<file path="config.mk">
export PLATFORM = sky130hd
export DESIGN_NAME = fpga_link_receiver
export DESIGN_NICKNAME = d
export VERILOG_FILES = /design/src/rtl/fpga_link_pkg.sv /design/src/rtl/fpga_rx_fifo.sv /design/src/rtl/fpga_link_receiver.sv
export SDC_FILE = /design/constraint.sdc
export NUM_CORES = 1
export LEC_CHECK = 0
export BUFFER_PORTS_ARGS = -buffer_cell sky130_fd_sc_hd__buf_2
export CAP_MARGIN = 30
export CORE_MARGIN = 5
export CORE_UTILIZATION = 40
export CTS_BUF_LIST = sky130_fd_sc_hd__clkbuf_16
export CTS_CLUSTER_DIAMETER = 100
export DETAILED_ROUTE_END_ITERATION = 10
export PLACE_DENSITY = 0.69
export SETUP_SLACK_MARGIN = 0.3
export SLEW_MARGIN = 20
export SYNTH_ARGS = -nofsm -noshare
export SYNTH_HDL_FRONTEND = slang
export SYNTH_SLANG_ARGS = --single-unit
</file>
<file path="constraint.sdc">
create_clock -name clock -period 3.17 [get_ports clock]
set_input_delay 0.317 -clock clock [delete_from_list [all_inputs] [get_ports clock]]
set_output_delay 0.317 -clock clock [all_outputs]
set_load 0.005 [all_outputs]
</file>
<file path="src/rtl/fpga_link_pkg.sv">
`default_nettype none
// +-----------------------------------------------------------------------------+
// | Module   : fpga_link_pkg                                                    |
// | Purpose  : Shared types and constants for the FPGA link receiver.           |
// |            ST_ABORT exists only when FPGA_RX_TIMEOUT_EN is defined.          |
// | Revision : 1.0                                                              |
// +-----------------------------------------------------------------------------+
package fpga_link_pkg;

  localparam int DEF_DATA_W = 8;
  localparam int DEF_DEPTH  = 4;
  localparam int DEF_CNT_W  = 8;

  typedef enum logic [2:0] {
    ST_IDLE    = 3'd0,
    ST_START   = 3'd1,
    ST_WAIT    = 3'd2,
    ST_RECEIVE = 3'd3,
    ST_NEXT    = 3'd4,
    ST_PROCESS = 3'd5,
    ST_END     = 3'd6
`ifdef FPGA_RX_TIMEOUT_EN
    , ST_ABORT = 3'd7
`endif
  } state_e;

  // Bits needed to hold any value in 0..max_val.
  function automatic int cnt_width(input int max_val);
    return (max_val < 2) ? 1 : $clog2(max_val + 1);
  endfunction

endpackage
`default_nettype wire

</file>
<file path="src/rtl/fpga_rx_fifo.sv">
`default_nettype none
// +-----------------------------------------------------------------------------+
// | Module   : fpga_rx_fifo                                                     |
// | Purpose  : Synchronous first-word-fall-through FIFO with wrap-bit pointers. |
// | Revision : 1.0                                                              |
// +-----------------------------------------------------------------------------+
module fpga_rx_fifo #(
  parameter int DATA_W = 8,
  parameter int DEPTH  = 4
) (
  input  logic              clock,
  input  logic              reset,
  input  logic              push_i,
  input  logic [DATA_W-1:0] push_data_i,
  input  logic              pop_i,
  output logic [DATA_W-1:0] head_o,
  output logic              full_o,
  output logic              empty_o
);

  localparam int AW = $clog2(DEPTH);

  logic [AW:0]       wptr_q, rptr_q;
  logic [DATA_W-1:0] mem_q [DEPTH];
  logic              w_wr_en, w_rd_en;

  assign empty_o = (wptr_q == rptr_q);
  assign full_o  = (wptr_q[AW] != rptr_q[AW]) && (wptr_q[AW-1:0] == rptr_q[AW-1:0]);

  // A pop frees the slot being written, so a full FIFO can still accept a push.
  assign w_rd_en = pop_i & ~empty_o;
  assign w_wr_en = push_i & (~full_o | w_rd_en);

  assign head_o = empty_o ? '0 : mem_q[rptr_q[AW-1:0]];

  always_ff @(posedge clock) begin
    if (reset) begin
      wptr_q <= '0;
      rptr_q <= '0;
    end else begin
      if (w_wr_en) wptr_q <= wptr_q + 1'b1;
      if (w_rd_en) rptr_q <= rptr_q + 1'b1;
    end
  end

  always_ff @(posedge clock) begin
    if (w_wr_en) mem_q[wptr_q[AW-1:0]] <= push_data_i;
  end

endmodule
`default_nettype wire

</file>
<file path="src/rtl/fpga_link_receiver.sv">
`default_nettype none
// +-----------------------------------------------------------------------------+
// | Module   : fpga_link_receiver                                               |
// | Purpose  : Bit-handshake link receiver with word assembly, FIFO and errors. |
// |            Define FPGA_RX_TIMEOUT_EN to enable the WAIT timeout / ABORT.    |
// | Revision : 1.0                                                              |
// +-----------------------------------------------------------------------------+
module fpga_link_receiver
  import fpga_link_pkg::*;
#(
  parameter int DATA_W = DEF_DATA_W,
  parameter int DEPTH  = DEF_DEPTH,
  parameter int CNT_W  = DEF_CNT_W
`ifdef FPGA_RX_TIMEOUT_EN
  , parameter int TIMEOUT = 1024
`endif
) (
  input  logic              clock,
  input  logic              reset,
  input  logic              send,
  input  logic              finish,
  input  logic              data_in,
  input  logic              processed,
  output logic              acknowledge,
  output logic              received,
  output logic [DATA_W-1:0] word_out,
  output logic              word_valid,
  input  logic              word_ready,
  output logic [CNT_W-1:0]  word_count,
  output logic              frame_error,
  output logic              overflow
);

  localparam int BIT_W = cnt_width(DATA_W - 1);
  localparam logic [BIT_W-1:0] LAST_BIT = BIT_W'(DATA_W - 1);

  state_e              state_q, state_d;
  logic [DATA_W-2:0]   sreg_q, sreg_d;
  logic [BIT_W-1:0]    bitcnt_q, bitcnt_d;
  logic [CNT_W-1:0]    wcnt_q, wcnt_d;
  logic                ferr_q, ferr_d;
  logic                ovf_q, ovf_d;
  logic [DATA_W-1:0]   w_word;
  logic                w_push, w_full, w_empty;

`ifdef FPGA_RX_TIMEOUT_EN
  localparam int TMO_W = cnt_width(TIMEOUT);
  logic [TMO_W-1:0] tmo_q, tmo_d;
`endif

  assign w_word = {sreg_q, data_in};

  always_comb begin
    state_d  = state_q;
    sreg_d   = sreg_q;
    bitcnt_d = bitcnt_q;
    wcnt_d   = wcnt_q;
    ferr_d   = ferr_q;
    ovf_d    = 1'b0;
    w_push   = 1'b0;
`ifdef FPGA_RX_TIMEOUT_EN
    tmo_d    = '0;
`endif
    case (state_q)
      ST_IDLE: if (send) state_d = ST_START;
      ST_START: begin
        sreg_d   = '0;
        bitcnt_d = '0;
        wcnt_d   = '0;
        ferr_d   = 1'b0;
        state_d  = ST_WAIT;
      end
      ST_WAIT: begin
`ifdef FPGA_RX_TIMEOUT_EN
        tmo_d = tmo_q + 1'b1;
`endif
        if (send)        state_d = ST_RECEIVE;
        else if (finish) state_d = ST_PROCESS;
`ifdef FPGA_RX_TIMEOUT_EN
        else if (tmo_q == TMO_W'(TIMEOUT - 1)) state_d = ST_ABORT;
`endif
      end
      ST_RECEIVE: begin
        sreg_d  = w_word[DATA_W-2:0];
        state_d = ST_NEXT;
        if (bitcnt_q == LAST_BIT) begin
          bitcnt_d = '0;
          if (wcnt_q != '1) wcnt_d = wcnt_q + 1'b1;
          // Full with no pop in the same cycle: the word is lost.
          if (w_full && !(word_ready && !w_empty)) begin
            ovf_d  = 1'b1;
            ferr_d = 1'b1;
          end else begin
            w_push = 1'b1;
          end
        end else begin
          bitcnt_d = bitcnt_q + 1'b1;
        end
      end
      ST_NEXT: state_d = ST_WAIT;
      ST_PROCESS: begin
        if (bitcnt_q != '0) begin
          ferr_d   = 1'b1;
          bitcnt_d = '0;
          sreg_d   = '0;
        end
        if (processed) state_d = ST_END;
      end
      ST_END: state_d = ST_IDLE;
`ifdef FPGA_RX_TIMEOUT_EN
      ST_ABORT: begin
        ferr_d   = 1'b1;
        bitcnt_d = '0;
        sreg_d   = '0;
        state_d  = ST_IDLE;
      end
`endif
      default: state_d = ST_IDLE;
    endcase
  end

  always_ff @(posedge clock) begin
    if (reset) begin
      state_q  <= ST_IDLE;
      sreg_q   <= '0;
      bitcnt_q <= '0;
      wcnt_q   <= '0;
      ferr_q   <= 1'b0;
      ovf_q    <= 1'b0;
`ifdef FPGA_RX_TIMEOUT_EN
      tmo_q    <= '0;
`endif
    end else begin
      state_q  <= state_d;
      sreg_q   <= sreg_d;
      bitcnt_q <= bitcnt_d;
      wcnt_q   <= wcnt_d;
      ferr_q   <= ferr_d;
      ovf_q    <= ovf_d;
`ifdef FPGA_RX_TIMEOUT_EN
      tmo_q    <= tmo_d;
`endif
    end
  end

  fpga_rx_fifo #(
    .DATA_W (DATA_W),
    .DEPTH  (DEPTH)
  ) u_fifo (
    .clock       (clock),
    .reset       (reset),
    .push_i      (w_push),
    .push_data_i (w_word),
    .pop_i       (word_ready),
    .head_o      (word_out),
    .full_o      (w_full),
    .empty_o     (w_empty)
  );

  assign acknowledge = (state_q == ST_START) || (state_q == ST_NEXT) || (state_q == ST_END);
  assign received    = (state_q == ST_PROCESS);
  assign word_valid  = ~w_empty;
  assign word_count  = wcnt_q;
  assign frame_error = ferr_q;
  assign overflow    = ovf_q;

endmodule
`default_nettype wire

</file>
* Word-level counts from Yosys, hierarchy flattened
Memory sizes are Yosys's and may differ from the RTL's. A register that Yosys moved wholly into a read port is not among the register bits. Index checks and enable logic that the tools add are counted.
Cells by class: add/subtract/negate cells 4, equal/unequal tests 18, multiplexer cells 26, bitwise operators 7, reductions and logical operators 17
Operators by type and width (number):
- two-way mux 8 bit | 3
- case mux 7 bit (3 select lines) | 1
- two-way mux 3 bit | 6
- case mux 8 bit (2 select lines) | 1
- case mux 3 bit (5 select lines) | 1
- == test 3 bit (second input constant) | 4
- inequality test 2 bit (second input constant) | 5
- adder 3 x 1 -> 3 bit (second input constant) | 3
- two-way mux 1 bit | 9
- case mux 3 bit (3 select lines) | 1
- adder 8 x 1 -> 8 bit (second input constant) | 1
- inequality test 8 bit (second input constant) | 1
- two-way mux 7 bit | 1
- == test 3 x 2 -> 1 bit (second input constant) | 2
- AND reduction 3 bit | 2
- nonzero test 3 bit | 2
- two-way mux 2 bit | 2
- inverter 1 bit | 4
- AND reduction 4 bit | 1
- == test 3 x 1 -> 1 bit (second input constant) | 1
- == test 3 bit | 1
- logical AND 1 bit | 3
- logical NOT 3 bit | 1
- inequality test 3 bit (second input constant) | 1
- 12 further kinds | 15
Storage, ports and cells: flip-flop bits (word level) 29, bits in writable memories 32, logic and storage cells 81, memories 1
Memory list:
- u_fifo.mem_q | depth 4, bits a word 8, read ports 1, clocked after memory_dff 1, write ports 1, line fpga_rx_fifo.sv:24 | logic [DATA_W-1:0] mem_q [DEPTH];

* Logic depth before layout (Yosys ltp)
word-level depth 11, gate-level depth with buffers 7, gate-level depth less buffers 6

* Modules after synthesis
A second synthesis with hierarchy kept.
Unflattened totals: cell total of the unflattened synthesis 248, area total of the unflattened synthesis 2869.0 sq um
Modules (own cells, without submodules):
- fpga_rx_fifo | times used 1, cells an instance 104, area an instance 1707.9 sq um, sequential area each 1121.1 sq um
- fpga_link_receiver | times used 1, cells an instance 144, area an instance 1161.1 sq um, sequential area each 460.4 sq um

* Worst setup path after synthesis
OpenSTA, ideal clock, no wires.
path kind flip-flop to flip-flop, from register bitcnt_q[0], to memory u_fifo.mem_q[3][0] (enable), arrival time 1.411 ns, required time 2.834 ns, setup slack 1.423 ns, cell stages (with the launch flop) 6, cells stage by stage dfxtp_1 ha_1 ha_1 and4b_1 o41a_1 and2_1
Between the ends: longest elaborated chain between the ends 6
Ends and longest elaborated chain:
- start: declaration | line fpga_link_receiver.sv:39 | logic [BIT_W-1:0] bitcnt_q, bitcnt_d;
- start signal: assignment | line fpga_link_receiver.sv:136 | bitcnt_q <= bitcnt_d;
- == test 3 bit | line fpga_link_receiver.sv:86 | if (bitcnt_q == LAST_BIT) begin
- two-way mux 1 bit | line fpga_link_receiver.sv:86
- two-way mux 1 bit | line fpga_link_receiver.sv:64 | case (state_q)
- bitwise AND 1 bit | line fpga_rx_fifo.sv:32 | assign w_wr_en = push_i & (~full_o | w_rd_en);
- two-way mux 1 bit | line fpga_rx_fifo.sv:47 | if (w_wr_en) mem_q[wptr_q[AW-1:0]] <= push_data_i;
- two-way mux 1 bit (not written as such) | line fpga_rx_fifo.sv:47
- end: declaration | line fpga_rx_fifo.sv:24
Every way passes these cells.

* Final worst setup path
from register bitcnt_q[0], to memory u_fifo.mem_q[0][6] (enable)
Same word-level chain as after synthesis.

==> metrics.txt <==
Hold Buf Count CTS 0; routed vias 1,893; ratio of cells with drive above 1 in the final layout 21.5%; Die Y-Extent 94.0 µm; WL/cell 14.4 µm; data required time of the critical path 3.14 ns; largest net degree at the start of global routing 28; measured slew at the worst slew-check pin 0.539 ns; cell row count 30; net total in the final layout 286; critical path's slowest cell and2_1; post-route clock skew 0.00516 ns; routability-driven placement congestion ratio 0.728; synth cell count leaders edfxtp_1, dfxtp_1, a21oi_1, o21ai_0, nand2_1; grt met1 use 18.3%; fraction of met3 tracks used by global routing 4.01%; combined buffer and inverter count along the critical path 0; worst slew slack as a fraction of its limit 63.7%; static leakage 1.22 nW; clock tree buffer depth 2; category of the worst setup path launch point register; data arrival at the endpoint of the critical path 2.23 ns; Antenna Cells 0; leading post-synthesis cells by cell area edfxtp_1, dfxtp_1, mux4_2; type of element capturing the critical path register; Global Route met2 Usage 19.8%; post-cts sizing count 0; accumulated negative setup slack 0 ns; gr ovfl total 0; number of clock buffers inserted by TritonCTS 9; Max stage delay on crit path 0.44 ns; Largest delay share family, worst path simple AND/OR/NAND/NOR gates; global-route wire length before repair 9.09 mm; Die Area 0.00883 mm²; leading cell type by number of instances after synthesis edfxtp_1; placed wire-length estimate after detailed placement 3.71 mm; TritonCTS clock tree done; Post-synth ARST share 0%; Yosys reg bits 63; Synth-to-Final Area Change 18.1%; Synth Area per Inst 11.6 µm²; critical path fanouts, max 12; run status finished, final reports clean; Seq/Total Area, Yosys 56.1%; buffer type at the clock tree root clkbuf_16; Routed Wire Length 5.34 mm; vias in the first global route 1,838; fraction of post-synthesis cell area in the top cell type by area 34.1%; leading area contributor after synthesis edfxtp_1; number of standard cells after synthesis 243; Die W 94.0 µm; Setup WS pre-CTS 0.896 ns; cells along the critical path ha_1 -> ha_1 -> and4b_1 -> o41a_1 -> and2_1; Max Cap Viol 0; CTS H-tree depth 3; Port-buffer cells 27; worst-case vdd ir drop 0.236 mV; CTS sink count 63; path category of the worst min-delay check input pin to register; Post-route DRC 0; Detailed Route Iter0 Violations 126; Starting Density 41.3%; clock period minus worst slack 2.26 ns; Power per Cell Area 571 mW/mm²; Post-Synthesis Net Count 259; GR Util All Layers 13.4%; Avg Vias per Cell 5.10; final number of max-transition violations 0; startpoint-to-endpoint class of the critical path register to register; busiest layer in global routing met2; cell with the most instances on the worst path ha_1; number of antenna violations at the first check in global routing 0; total count of hold-check failures in the final report 0; insertion delay of the later-clocked pin in the worst-skew pair 0.32 ns; number of detailed-routing iterations run before antenna repair 4; Hold WS 0.243 ns; total standard cell area after synthesis 0.00282 mm²; maximum frequency from static timing analysis 442 MHz; Final period util 71.3%; number of ports placed on the die boundary 28; total core area 0.00683 mm²; CTS clk-pin slew, worst paths 0.06 ns; final-report setup violation count 0; most instantiated flip-flop cell in the synthesis netlist edfxtp_1; EDFF count, synth 32; post-synth cell types 52; Setup WS post-layout 0.909 ns; antenna violation net count after detailed routing 0; count of synthesis-stage warnings from yosys 0; setup repair after global routing missed its margin no; Post-CTS Setup Bufs 0
final cells by class:
| cell class | count | area [µm²] |
|---|---|---|
| flip-flops and latches | 63 | 1580 |
| clock inverters | 7 | 80.1 |
| inverters | 10 | 37.5 |
| fillers | 637 | 3500 |
| multi-input cells | 157 | 1140 |
| clock buffers | 9 | 225 |
| repair buffers | 29 | 148 |
| well taps | 96 | 120 |
per-layer routing:
| metal | wire length, µm | vias up |
|---|---|---|
| li1 | - | 949 |
| met1 | 2650 | 895 |
| met2 | 2400 | 43 |
| met3 | 228 | 6 |
| met4 | 61 | 0 |
| met5 | 0 | - |
where the power goes:
group          leakage, nW  switching, mW  internal (mW)
clock network        0.143          0.371          0.617
logic                0.529         0.0351         0.0198
registers            0.545        0.00594          0.853
per-stage QoR:
step | total power, mW | cells | cell area (µm²) | utilization (%)
3_3_place_gp | 0.931 | 354 | 3020 | 44.2
4_1_cts | 1.92 | 371 | 3330 | 48.8
6_report | 1.90 | 371 | 3330 | 48.8
2_1_floorplan | 0.916 | 243 | 2820 | -
5_1_grt | 1.97 | 371 | 3330 | 48.8
3_5_place_dp | 0.932 | 355 | 3030 | 44.3
worst paths after layout:
path | slack [ns] | to | from | cells past startpoint
setup / recovery | 0.91 | u_fifo.mem_q[0][6] | bitcnt_q[0] | 5
hold / removal | 0.24 | u_fifo.mem_q[0][0] | data_in | 1
setup reg to reg | 0.91 | u_fifo.mem_q[0][6] | bitcnt_q[0] | 5
hold reg to reg | 0.50 | bitcnt_q[1] | bitcnt_q[1] | 2
state kept, by name, summed over array words and instances (netlist names), named ones only:
signal,flops
u_fifo.mem_q,32
bitcnt_q,3
state_q,3
u_fifo.rptr_q,3
overflow,1
frame_error,1
word_count,8
u_fifo.wptr_q,3
sreg_q,7
layout by cell type (no fill, tap or decap), types with 2 or more instances in the layout:
cell	count
buf_2	28
dfxtp_1	31
or3_1	3
nor3_1	4
edfxtp_1	32
nand2b_1	5
o31ai_1	3
and2_1	5
clkbuf_16	9
o21ai_0	17
a211oi_1	2
nand4_1	3
a31oi_1	2
inv_1	10
ha_1	9
a21oi_1	22
nand2_1	16
or4_1	2
inv_6	3
mux2i_1	2
nor2b_1	10
clkinvlp_4	2
xnor2_1	2
xor2_1	4
mux4_2	8
nor2_1	10
nand3_1	4
cell families (layout without fill, tap and decap cells):
logic type,count (synthesis),after routing,share of synthesized area (%)
AOI/OAI and AO/OA,58,58,12.2
DFF,63,63,56.1
and+or+nand+nor,74,74,15.2
adders and majority gates,9,9,3.99
buffers and inverters,23,55,3.55
muxes,10,10,7.10
xor gates and xnor gates,6,6,1.86
Note: power is estimated with default switching activity, not from simulation.
